File: src/rtl/cnt_ctrl_pkg.sv
// -----------------------------------------------------------------------------
// cnt_ctrl_pkg
// Shared types for the counter command controller.
//   cnt_ctrl_state_t : controller FSM states (IDLE, LOAD, RUN, DONE)
//   cnt_ctrl_cmd_t   : latched command (start value, direction, step count)
//   CNT_CTRL_W       : counter / step-count width the command struct is sized by
// -----------------------------------------------------------------------------
package cnt_ctrl_pkg;

   // Width of the counter and of the step count. The controller's WIDTH
   // parameter defaults to this value and must match it, because the command
   // struct below is sized from it.
   localparam int unsigned CNT_CTRL_W = 4;

   typedef enum logic [1:0] {
      IDLE = 2'd0,
      LOAD = 2'd1,
      RUN  = 2'd2,
      DONE = 2'd3
   } cnt_ctrl_state_t;

   typedef struct packed {
      logic [CNT_CTRL_W-1:0] load;   // start value
      logic                  down;   // 1 = decrement
      logic [CNT_CTRL_W-1:0] steps;  // number of RUN cycles
   } cnt_ctrl_cmd_t;

endpackage

File: src/rtl/cnt_ctrl_chk.sv
// -----------------------------------------------------------------------------
// cnt_ctrl_chk
// Predicts the counter value for the command in flight and flags any cycle in
// which the counter disagrees. The prediction is seeded in LOAD and stepped
// once per RUN cycle; count is compared in every RUN cycle and in DONE.
// Ports:
//   clk, rst        : clock, async active-high reset
//   state_i         : controller state register
//   accept_i        : a command is being accepted this cycle (clears err)
//   load_i, down_i  : latched command start value and direction
//   count_i         : counter value
//   err_o           : sticky mismatch flag
// -----------------------------------------------------------------------------
module cnt_ctrl_chk
   import cnt_ctrl_pkg::*;
#(
   parameter int WIDTH = CNT_CTRL_W
) (
   input  logic             clk,
   input  logic             rst,
   input  cnt_ctrl_state_t  state_i,
   input  logic             accept_i,
   input  logic [WIDTH-1:0] load_i,
   input  logic             down_i,
   input  logic [WIDTH-1:0] count_i,
   output logic             err_o
);

   logic [WIDTH-1:0] exp_q, exp_d;
   logic             err_q, err_d;
   logic             mismatch;

   always_comb begin
      exp_d    = exp_q;
      mismatch = 1'b0;
      case (state_i)
         LOAD: exp_d = load_i;
         RUN: begin
            mismatch = (count_i != exp_q);
            exp_d    = down_i ? (exp_q - WIDTH'(1)) : (exp_q + WIDTH'(1));
         end
         DONE:    mismatch = (count_i != exp_q);
         default: exp_d = exp_q;
      endcase
   end

   // A new command wipes the previous verdict; otherwise errors accumulate.
   assign err_d = accept_i ? 1'b0 : (err_q | mismatch);

   always_ff @(posedge clk or posedge rst) begin
      if (rst) begin
         exp_q <= '0;
         err_q <= 1'b0;
      end else begin
         exp_q <= exp_d;
         err_q <= err_d;
      end
   end

   assign err_o = err_q;

endmodule

File: src/rtl/cnt_ctrl.sv
// -----------------------------------------------------------------------------
// cnt_ctrl
// Command-driven controller for an up/down counter. Accepts "load a start
// value, then step N times" commands over valid/ready, drives the counter's
// load_en/load/down, and reports the final value and wrap count. Between
// commands the counter is held by reloading its own value.
// Optional feature: define CNT_CTRL_CHECK_EN to build the prediction checker
// (cnt_ctrl_chk); without it err is tied low.
// Ports:
//   clk, rst                          : clock, async active-high reset
//   cmd_valid/cmd_ready               : command handshake (ready only in IDLE)
//   cmd_load, cmd_down, cmd_steps     : command fields
//   load_en, load, down               : counter control
//   count, rollover                   : counter status
//   done                              : one-cycle completion pulse
//   final_count                       : count captured in the DONE cycle
//   wraps                             : saturating wrap count of last command
//   err                               : sticky prediction mismatch
// -----------------------------------------------------------------------------
module cnt_ctrl
   import cnt_ctrl_pkg::*;
#(
   parameter int WIDTH = CNT_CTRL_W
) (
   input  logic             clk,
   input  logic             rst,
   input  logic             cmd_valid,
   output logic             cmd_ready,
   input  logic [WIDTH-1:0] cmd_load,
   input  logic             cmd_down,
   input  logic [WIDTH-1:0] cmd_steps,
   output logic             load_en,
   output logic [WIDTH-1:0] load,
   output logic             down,
   input  logic [WIDTH-1:0] count,
   input  logic             rollover,
   output logic             done,
   output logic [WIDTH-1:0] final_count,
   output logic [WIDTH-1:0] wraps,
   output logic             err
);

   cnt_ctrl_state_t  state_q, state_d;
   cnt_ctrl_cmd_t    cmd_q, cmd_d;
   logic [WIDTH-1:0] rem_q, rem_d;
   logic [WIDTH-1:0] wraps_q, wraps_d;
   logic [WIDTH-1:0] final_q, final_d;
   logic             accept;
   logic             wrap_hit;

   assign accept = (state_q == IDLE) && cmd_valid;

   // Up-count wraps when leaving all-ones; down-count wraps when leaving zero.
   assign wrap_hit = cmd_q.down ? (count == '0) : rollover;

   // ---------------------------------------------------------------- next state
   always_comb begin
      state_d = state_q;
      cmd_d   = cmd_q;
      rem_d   = rem_q;
      wraps_d = wraps_q;
      final_d = final_q;
      case (state_q)
         IDLE: begin
            if (accept) begin
               state_d     = LOAD;
               cmd_d.load  = cmd_load;
               cmd_d.down  = cmd_down;
               cmd_d.steps = cmd_steps;
               wraps_d     = '0;
            end
         end
         LOAD: begin
            rem_d   = cmd_q.steps;
            state_d = (cmd_q.steps == '0) ? DONE : RUN;
         end
         RUN: begin
            if (wrap_hit && (wraps_q != '1))
               wraps_d = wraps_q + WIDTH'(1);
            rem_d = rem_q - WIDTH'(1);
            // rem_q counts the RUN cycles still to go including this one.
            if (rem_q == WIDTH'(1))
               state_d = DONE;
         end
         DONE: begin
            final_d = count;
            state_d = IDLE;
         end
         default: state_d = IDLE;
      endcase
   end

   // ---------------------------------------------------------------- registers
   always_ff @(posedge clk or posedge rst) begin
      if (rst) begin
         state_q <= IDLE;
         cmd_q   <= '0;
         rem_q   <= '0;
         wraps_q <= '0;
         final_q <= '0;
      end else begin
         state_q <= state_d;
         cmd_q   <= cmd_d;
         rem_q   <= rem_d;
         wraps_q <= wraps_d;
         final_q <= final_d;
      end
   end

   // ---------------------------------------------------------------- outputs
   // Outside RUN the counter is told to reload its own value, which holds it.
   always_comb begin
      load_en   = 1'b1;
      load      = count;
      down      = 1'b0;
      cmd_ready = 1'b0;
      done      = 1'b0;
      case (state_q)
         IDLE: cmd_ready = 1'b1;
         LOAD: load = cmd_q.load;
         RUN: begin
            load_en = 1'b0;
            down    = cmd_q.down;
         end
         DONE:    done = 1'b1;
         default: cmd_ready = 1'b0;
      endcase
   end

   assign final_count = final_q;
   assign wraps       = wraps_q;

`ifdef CNT_CTRL_CHECK_EN
   cnt_ctrl_chk #(
      .WIDTH (WIDTH)
   ) u_chk (
      .clk      (clk),
      .rst      (rst),
      .state_i  (state_q),
      .accept_i (accept),
      .load_i   (cmd_q.load),
      .down_i   (cmd_q.down),
      .count_i  (count),
      .err_o    (err)
   );
`else
   assign err = 1'b0;
`endif

endmodule
File: config.mk
export PLATFORM = sky130hd
export DESIGN_NAME = cnt_ctrl
export DESIGN_NICKNAME = d
export VERILOG_FILES = /design/src/rtl/cnt_ctrl_pkg.sv /design/src/rtl/cnt_ctrl_chk.sv /design/src/rtl/cnt_ctrl.sv
export SDC_FILE = /design/constraint.sdc
export NUM_CORES = 1
export LEC_CHECK = 0
export ABC_CLOCK_PERIOD_IN_PS = 1650
export BUFFER_PORTS_ARGS = -buffer_cell sky130_fd_sc_hd__buf_2
export CAP_MARGIN = 20
export CELL_PAD_IN_SITES_DETAIL_PLACEMENT = 2
export CELL_PAD_IN_SITES_GLOBAL_PLACEMENT = 2
export CORE_UTILIZATION = 29
export DETAILED_ROUTE_END_ITERATION = 6
export PLACE_DENSITY = 0.84
export SYNTH_ARGS = -nofsm -noshare
export SYNTH_HDL_FRONTEND = slang
export SYNTH_SLANG_ARGS = --single-unit
File: constraint.sdc
create_clock -name clk -period 1.65 [get_ports clk]
set_input_delay 0.33 -clock clk [delete_from_list [all_inputs] [get_ports clk]]
set_output_delay 0.33 -clock clk [all_outputs]
set_load 0.05 [all_outputs]
# Yosys cells after proc, flatten, opt, wreduce, memory -nomap -nowiden
# Index checks and enable logic that the tools add are counted.
# word_totals
wordCells	41
out_inout_bits	17
input_bits	17
reg_bits	23
# classes
addsub	2
reduce_logical	10
mux	14
n_eq_ne	8
# op_table
operator	n
$pmux W4 S2	2
$mux W4	3
$logic_not A4 Y1	2
$pmux W2 S4	1
$mux W1	6
$ne A2 B2 Y1 const B	3
$add A4 B1 Y4 const B	1
$eq A2 B2 Y1 const B	2
$eq A4 B1 Y1 const B	1
$mux W2	2
$ne A4 B4 Y1 const B	1
$reduce_and A2 Y1	2
$reduce_bool A2 Y1	2
$sub A4 B1 Y4 const B	1
$reduce_and A3 Y1	1
$eq A2 B1 Y1 const B	1
$logic_and A1 B1 Y1	2
$logic_not A2 Y1	1

# Depth between registers and ports, before layout
# Gate-level depths: netlist of run 1.
# depth
ltp_word	5
mapped_depth	6
mapped_depth_nobuf	6

# Worst setup path before layout of run 1
# OpenSTA, ideal clock, no wires.
# synth_timing
path_kind	register to register
start	register state_q[0]
end	register wraps_q[2] (netlist: wraps[2])
slack_ps	-363
required_time_ps	1530
path_stages_with_launch	7
path_buffers	0
setup_time_ps	120
arrival_time_ps	1893
cell_sequence	dfrtp_1 -> inv_1 -> ha_1 -> mux2i_1 -> nor4_2 -> a21oi_1 -> a41o_1
# synth_between
elab_chain_cells	4
word_cells_on_any_way	8
cone_classes	eq/ne: 3; mux: 1; reduce/logical: 4
# synth_lines
element	line	text
from (decl)	cnt_ctrl.sv:43	cnt_ctrl_state_t state_q, state_d;
from (signal assigned)	cnt_ctrl.sv:102	state_q <= state_d;
$logic_not A2 Y1	cnt_ctrl.sv:51, cnt_ctrl.sv:63	
$logic_and A1 B1 Y1	cnt_ctrl.sv:51	assign accept = (state_q == IDLE) && cmd_valid;
$ne A2 B2 Y1 (no line)	n/a	
$reduce_and A3 Y1 (no line)	n/a	
to (signal assigned)	cnt_ctrl.sv:105	wraps_q <= wraps_d;
to (decl)	cnt_ctrl.sv:46	logic [WIDTH-1:0] wraps_q, wraps_d;
# Several ways; a longest one is shown, not always the timed one.
# A chain may end at the register's enable or synchronous reset.

# Worst setup path in the final report of run 1
# layout_timing
start	register state_q[1]
end	output port load[2]
# layout_between
elab_chain_cells	2
# layout_lines
element	line	text
$eq A2 B1 Y1	cnt_ctrl.sv:118	case (state_q)
$mux W4	cnt_ctrl.sv:118	
to (decl)	cnt_ctrl.sv:33	output logic [WIDTH-1:0] load,
# Every way passes these cells.

==> results of run 1 <==
-- through the flow --
| stage | cells | hold slack (ps) | setup slack [ps] |
|---|---|---|---|
| after CTS | 216 | 113 | -172 |
| after detailed placement | 203 | 411 | -117 |
| final | 218 | 92.8 | -214 |
| after global placement | 203 | 384 | -53.2 |
| after global routing | 218 | 141 | -232 |
| after floorplan | 110 | 332 | 5.79 |
-- routing by layer --
layer	routed length [um]	vias to the layer above	GRT usage
li1	-	511	-
met1	2230	575	0.282
met2	3020	37	0.454
met3	212	13	0.0625
met4	180	0	0.106
met5	0	-	0
-- worst max-delay path by stage --
stage | start | to | slack (ps) | cells after the start
after floorplan | state_q[1] | wraps[2] | 6 | 6
after global placement | count[2] | wraps[3] | -50 | 5
after detailed placement | count[2] | wraps[3] | -120 | 5
after CTS | state_q[1] | load[0] | -170 | 4
after global routing | state_q[1] | load[2] | -230 | 4
final | state_q[1] | load[2] | -210 | 4
-- power by group --
group / switching [mW] / internal, mW / total (mW)
registers: 0.293 / 0.832 / 1.13
clock network: 0.213 / 0.174 / 0.387
logic: 1.74 / 1.40 / 3.14
total: 2.25 / 2.40 / 4.65
-- kinds of logic after synthesis --
logic type,Yosys count,share of synthesized area
adders and majority gates,8,0.0806
DFF,23,0.464
buffers and inverters,11,0.0363
AOI/OAI and AO/OA,23,0.133
and+or+nand+nor,25,0.113
other,1,0.00302
muxes,19,0.170
-- area by class of cell --
cell class | count | area [um^2] | area share
multi-input combinational | 76 | 790 | 0.403
sequential | 23 | 579 | 0.296
timing repair buffer | 58 | 450 | 0.230
tap | 50 | 62.6 | 0.0319
clock buffer | 4 | 45.0 | 0.0230
inverter | 7 | 32.5 | 0.0166
-- Yosys cell counts (3+ instances only) --
library cell / number
mux2_2: 17
inv_1: 7
ha_1: 8
o21ai_0: 6
a21oi_1: 8
nor3_1: 3
nand2b_1: 4
clkbuf_1: 3
dfrtp_1: 23
nand3_1: 4
nor2_1: 5
-- worst register-to-register path: cells and delay by family (launching register included) --
family | cells | cell delay, ps
adder cells (fa/ha/maj) | 1 | 170
flip-flops | 1 | 420
AND/OR/NAND/NOR | 1 | 360
AO/OA/AOI/OAI | 2 | 310
buffers and inverters | 2 | 240
multiplexers | 1 | 170
-- flip-flops by register name (all words and copies together), names as in the netlist --
register and flops:
cmd_q 9, final_count 4, rem_q 4, state_q 2, wraps 4
-- timing repair --
action                     4_1_cts  5_1_grt
gates resized for setup         42       17
pin swaps                        4        5
buffers inserted                 9        4
setup endpoints to repair       19       23
==> qor.csv, run 1 <==
stage;metric;value;unit
status;outcome;finished, violations left;
status;failing checks;negative setup slack;
yosys;Synth area leaders;dfrtp_1, mux2_2, ha_1;
clock_network;Num Clock Sinks;23;
worst_setup_path;worst reg2reg path depth;7;
finish;Antenna Cells;0;
timing;final critical-path share of the clock period;1.13;
routing;via count;1136;
finish;fill count;387;
worst_setup_path;slowest CP cell;dfrtp_1;
yosys;Syn. warnings;0;
clock_network;root buf cell;clkbuf_8;
global_routing;GR Overflow Total;0;
worst_setup_path;Max stage delay on crit path;430;ps
worst_setup_path;worst path bufs/invs;2;
die;core outline area;4060;um^2
die;Starting Density;0.306;
yosys;number of synthesized register bits;23;
die;die width;67.4;um
clock_network;latest clock arrival within the worst-skew pair;290;ps
timing;skew final;11.3;ps
worst_setup_path;critical path class;flip-flop to output pin;
clock_network;H-tree depth;1;
finish;layout cells sized above 1;0.625;
min_path;Hold Crit Class;primary input to async pin;
global_routing;initial antenna violation count;0;
die;Top-Level Pins;34;
finish;Final Core Density;0.483;
yosys;prevailing post-synth register cell;dfrtp_1;
die;Die Span Y;67.4;um
place;gp weighted congestion;0.814;
worst_setup_path;CP Cell Sequence;inv_2 > ha_4 > mux2_4 > buf_8;
yosys;area leader, netlist;dfrtp_1;
yosys;Cell variety after synth;30;
pwr;final total power;4.65;mW
routing;antenna-violating nets left;0;
die;Die ar.;4550;um^2
worst_setup_path;Critical R2R Launch;state_q[1];
routing;DR vias/cell;5.21;
worst_setup_path;crit end category;output pin;
pwr;largest vdd supply drop;1120;uV
timing;final slew viol count;0;
pwr;reported leakage power;0.893;nW
global_routing;number of global-route vias before repair;1287;
place;Port Buffers;32;
finish;commonest non-fill, non-tap cell in the layout;buf_2;
yosys;Async S/R FF share, synth;1.00;
worst_setup_path;R2R setup slack;-130;ps
flow_run;Max Cap Viol;0;
place;DP Area;1610;um^2
yosys;register area share after synthesis;0.464;
finish;Final nets;194;
finish;commonest cells after routing, fill and taps aside;buf_2, dfrtp_1, buf_4, mux2_2, buf_6;
routing;Pre-Repair DR Iteration Count;4;
yosys;Synth top area share;0.464;
timing;TNS Setup;-1670;ps
worst_setup_path;crit start category;flip-flop;
finish;Area Growth Syn to Fin;57.9;%
worst_setup_path;Max FO, Critical Path;5;
clock_network;CTS max path bufs;2;
yosys;number of synthesized flops with an enable pin;0;
timing;unrepaired setup endpoints after global routing;true;
worst_setup_path;CP top delay family;flip-flops;
routing;DRC;0;
yosys;Syn Std Cell Area;1240;um^2
global_routing;pin count of the biggest net entering global routing;24;
global_routing;Total Routing Usage GR;0.253;
timing;Max Freq;536;MHz
routing;DRT iter0 DRCs;43;
worst_setup_path;reg2reg end;wraps[2];
yosys;syn avg cell area;11.3;um^2
yosys;syn nets;135;
clock_network;CTS Buf Count;3;
worst_setup_path;arrival time at the worst endpoint;1530;ps
timing;Hold Fails Final Rpt;0;
finish;fin area;1960;um^2
die;row cnt;23;
yosys;cell count after synthesis;110;
timing;Setup WS post-layout;-214;ps
routing;drt total wl;5.64;mm
clock_network;CTS tree;done;
worst_setup_path;CP required;1320;ps
pwr;Cell Pwr Density;2370;nW/um^2
clock_network;Reg clk slew, reported paths;100;ps
timing;final critical-path required period;1860;ps
global_routing;first-pass GRT wire length;7.62;mm
timing;setup violators final;17;
routing;routed len/inst;25.9;um
clock_network;cts hold-fix bufs;0;
place;DP HPWL;3.06;mm
No activity file was read; power rests on OpenSTA's default activity.
==> run 2: changes to the inputs <==
--- a/config.mk
+++ b/config.mk
@@ -10,9 +10,11 @@
 export CAP_MARGIN = 20
 export CELL_PAD_IN_SITES_DETAIL_PLACEMENT = 2
 export CELL_PAD_IN_SITES_GLOBAL_PLACEMENT = 2
-export CORE_UTILIZATION = 29
+export CORE_UTILIZATION = 30
+export CTS_BUF_LIST = sky130_fd_sc_hd__clkbuf_4 sky130_fd_sc_hd__clkbuf_8
 export DETAILED_ROUTE_END_ITERATION = 6
-export PLACE_DENSITY = 0.84
+export PLACE_DENSITY = 0.86
+export SKIP_LAST_GASP = 1
 export SYNTH_ARGS = -nofsm -noshare
 export SYNTH_HDL_FRONTEND = slang
 export SYNTH_SLANG_ARGS = --single-unit
==> run 2 against run 1 <==
Compared with the run above: the run still ends with negative setup slack left; power shrank 2.4%; final cell count shrank 1.4%; setup slack gained 41 ps; combinational power shrank 2%; critical path type unchanged.
==> qor.csv, run 2 (synthesized netlist as in run 1, its figures left out) <==
stage;metric;value;unit;change
status;outcome;finished, violations left;;unchanged
status;failing checks;negative setup slack;;unchanged
die;core outline area;4000;um^2;was 4060 um^2
worst_setup_path;crit path launch;state_q[1];;unchanged
die;row cnt;23;;unchanged
timing;Hold Fails Final Rpt;0;;unchanged
finish;Final nets;191;;was 194
worst_setup_path;slowest CP cell;dfrtp_1;;unchanged
finish;Final Core Density;0.479;;was 0.483
die;Top-Level Pins;34;;unchanged
die;Starting Density;0.310;;was 0.306
finish;Area Growth Syn to Fin;54.2;%;was 57.9%
worst_setup_path;Max stage delay on crit path;420;ps;was 430 ps
flow_run;Max Cap Viol;0;;unchanged
clock_network;H-tree depth;1;;unchanged
timing;skew final;7.78;ps;was 11.3 ps
finish;footprint of the multi-input gates;756;um^2;was 790 um^2
timing;Max Freq;548;MHz;was 536 MHz
clock_network;CTS max path bufs;2;;unchanged
global_routing;pin count of the biggest net entering global routing;24;;unchanged
routing;routed len/inst;25.2;um;was 25.9 um
worst_setup_path;arrival time at the worst endpoint;1490;ps;was 1530 ps
finish;commonest non-fill, non-tap cell in the layout;buf_2;;unchanged
global_routing;GR Overflow Total;0;;unchanged
worst_setup_path;Critical R2R Launch;state_q[0];;was state_q[1]
clock_network;Reg clk slew, reported paths;90;ps;was 100 ps
clock_network;cts hold-fix bufs;0;;unchanged
routing;Pre-Repair DR Iteration Count;4;;unchanged
routing;via count;1152;;was 1136
finish;layout cells sized above 1;0.594;;was 0.625
worst_setup_path;CP top delay family;flip-flops;;unchanged
routing;DRC;0;;unchanged
global_routing;first-pass GRT wire length;7.36;mm;was 7.62 mm
routing;DR vias/cell;5.36;;was 5.21
worst_setup_path;critical path class;flip-flop to output pin;;unchanged
finish;commonest cells after routing, fill and taps aside;buf_2, dfrtp_1, buf_4, mux2_2, a21oi_1;;was buf_2, dfrtp_1, buf_4, mux2_2, buf_6
worst_setup_path;worst path bufs/invs;2;;unchanged
clock_network;latest clock arrival within the worst-skew pair;280;ps;was 290 ps
worst_setup_path;Max FO, Critical Path;5;;unchanged
global_routing;initial antenna violation count;0;;unchanged
finish;max reg flops;9;;unchanged
place;Port Buffers;32;;unchanged
timing;Setup WS post-layout;-174;ps;was -214 ps
global_routing;number of global-route vias before repair;1355;;was 1287
pwr;reported leakage power;0.874;nW;was 0.893 nW
routing;drt total wl;5.42;mm;was 5.64 mm
pwr;final total power;4.54;mW;was 4.65 mW
timing;final slew viol count;0;;unchanged
pwr;Cell Pwr Density;2370;nW/um^2;about the same
worst_setup_path;CP Cell Sequence;inv_2 > ha_4 > mux2_4 > buf_6;;was inv_2 > ha_4 > mux2_4 > buf_8
timing;hold slack final;86.4;ps;was 92.8 ps
finish;Antenna Cells;0;;unchanged
clock_network;root buf cell;clkbuf_8;;unchanged
die;die width;66.3;um;was 67.4 um
timing;setup violators final;16;;was 17
routing;DRT iter0 DRCs;50;;was 43
worst_setup_path;crit start category;flip-flop;;unchanged
finish;register bank with the most flops;cmd_q;;unchanged
clock_network;Num Clock Sinks;23;;unchanged
die;Die Span Y;66.3;um;was 67.4 um
finish;storage element area;579;um^2;unchanged
routing;antenna-violating nets left;0;;unchanged
clock_network;CTS tree;done;;unchanged
worst_setup_path;crit end category;output pin;;unchanged
clock_network;CTS Buf Count;3;;unchanged
place;gp weighted congestion;0.862;;was 0.814
worst_setup_path;CP required;1320;ps;about the same
place;DP HPWL;2.97;mm;was 3.06 mm
timing;final critical-path required period;1820;ps;was 1860 ps
timing;final critical-path share of the clock period;1.11;;was 1.13
timing;unrepaired setup endpoints after global routing;true;;unchanged
pwr;largest vdd supply drop;1320;uV;was 1120 uV
die;Die ar.;4400;um^2;was 4550 um^2
global_routing;Total Routing Usage GR;0.234;;was 0.253
finish;fill count;377;;was 387
min_path;Hold Crit Class;primary input to async pin;;unchanged
## run 2: cell count changes in the layout (fill, tap and decap cells not counted), sizes merged
cell    delta
buf        -4
clkinv     +1
## run 2: what timing repair did
action,CTS,global route
cloned,0,1
buffers inserted,6,4
pin swaps,1,4
endpoints found under the setup margin,15,22
resized for setup,29,17
## run 2: final timing paths
kind / to / slack (ps) / cells past startpoint
worst max register to register: state_q[0] / -100 / 7
worst max-delay path: load[1] / -170 / 4
worst min register to register: final_count[1] / 520 / 1
min in group clk: cmd_q[3] / 280 / 2
max in group asynchronous: wraps[1] / 1290 / 3
worst min-delay path: cmd_q[0] / 90 / 3
## run 2: layer usage
metal / part of all wire / GRT usage / up-vias
li1: - / - / 506
met1: 0.39 / 0.253 / 581
met2: 0.53 / 0.445 / 52
met3: 0.057 / 0.0448 / 13
met4: 0.025 / 0.0851 / 0
met5: 0 / 0 / -
## run 2: cell type report
class                           instances  area share
Multi-Input combinational cell         76       0.395
Sequential cell                        23       0.303
Timing Repair Buffer                   55       0.229
Tap cell                               50      0.0327
Clock buffer                            3      0.0216
Inverter                                7      0.0170
Clock inverter                          1     0.00261
## run 2: power breakdown
group	switching [mW]	leakage [nW]	internal [mW]
registers	0.253	0.274	0.833
clock network	0.208	0.0255	0.170
logic	1.72	0.574	1.36
total	2.18	0.874	2.36
## run 2: worst reg2reg max path: stages, from the launching register on
cell        delay, ps
dfrtp_2           480
inv_4             120
ha_4              200
clkinvlp_4        150
buf_6             160
o21a_4            230
nor4b_2           160
a21oi_1           170
## run 2: through the flow
step                setup TNS (ps)  worst slack, ps  instances  instance area [um^2]
floorplan                        0             5.79        110                  1300
global placement             -57.0            -57.0        200                  1590
detailed placement            -473             -170        200                  1590
CTS                           -408             -103        210                  1780
global route                 -1960             -197        215                  1910
finish                       -1390             -174        215                  1910
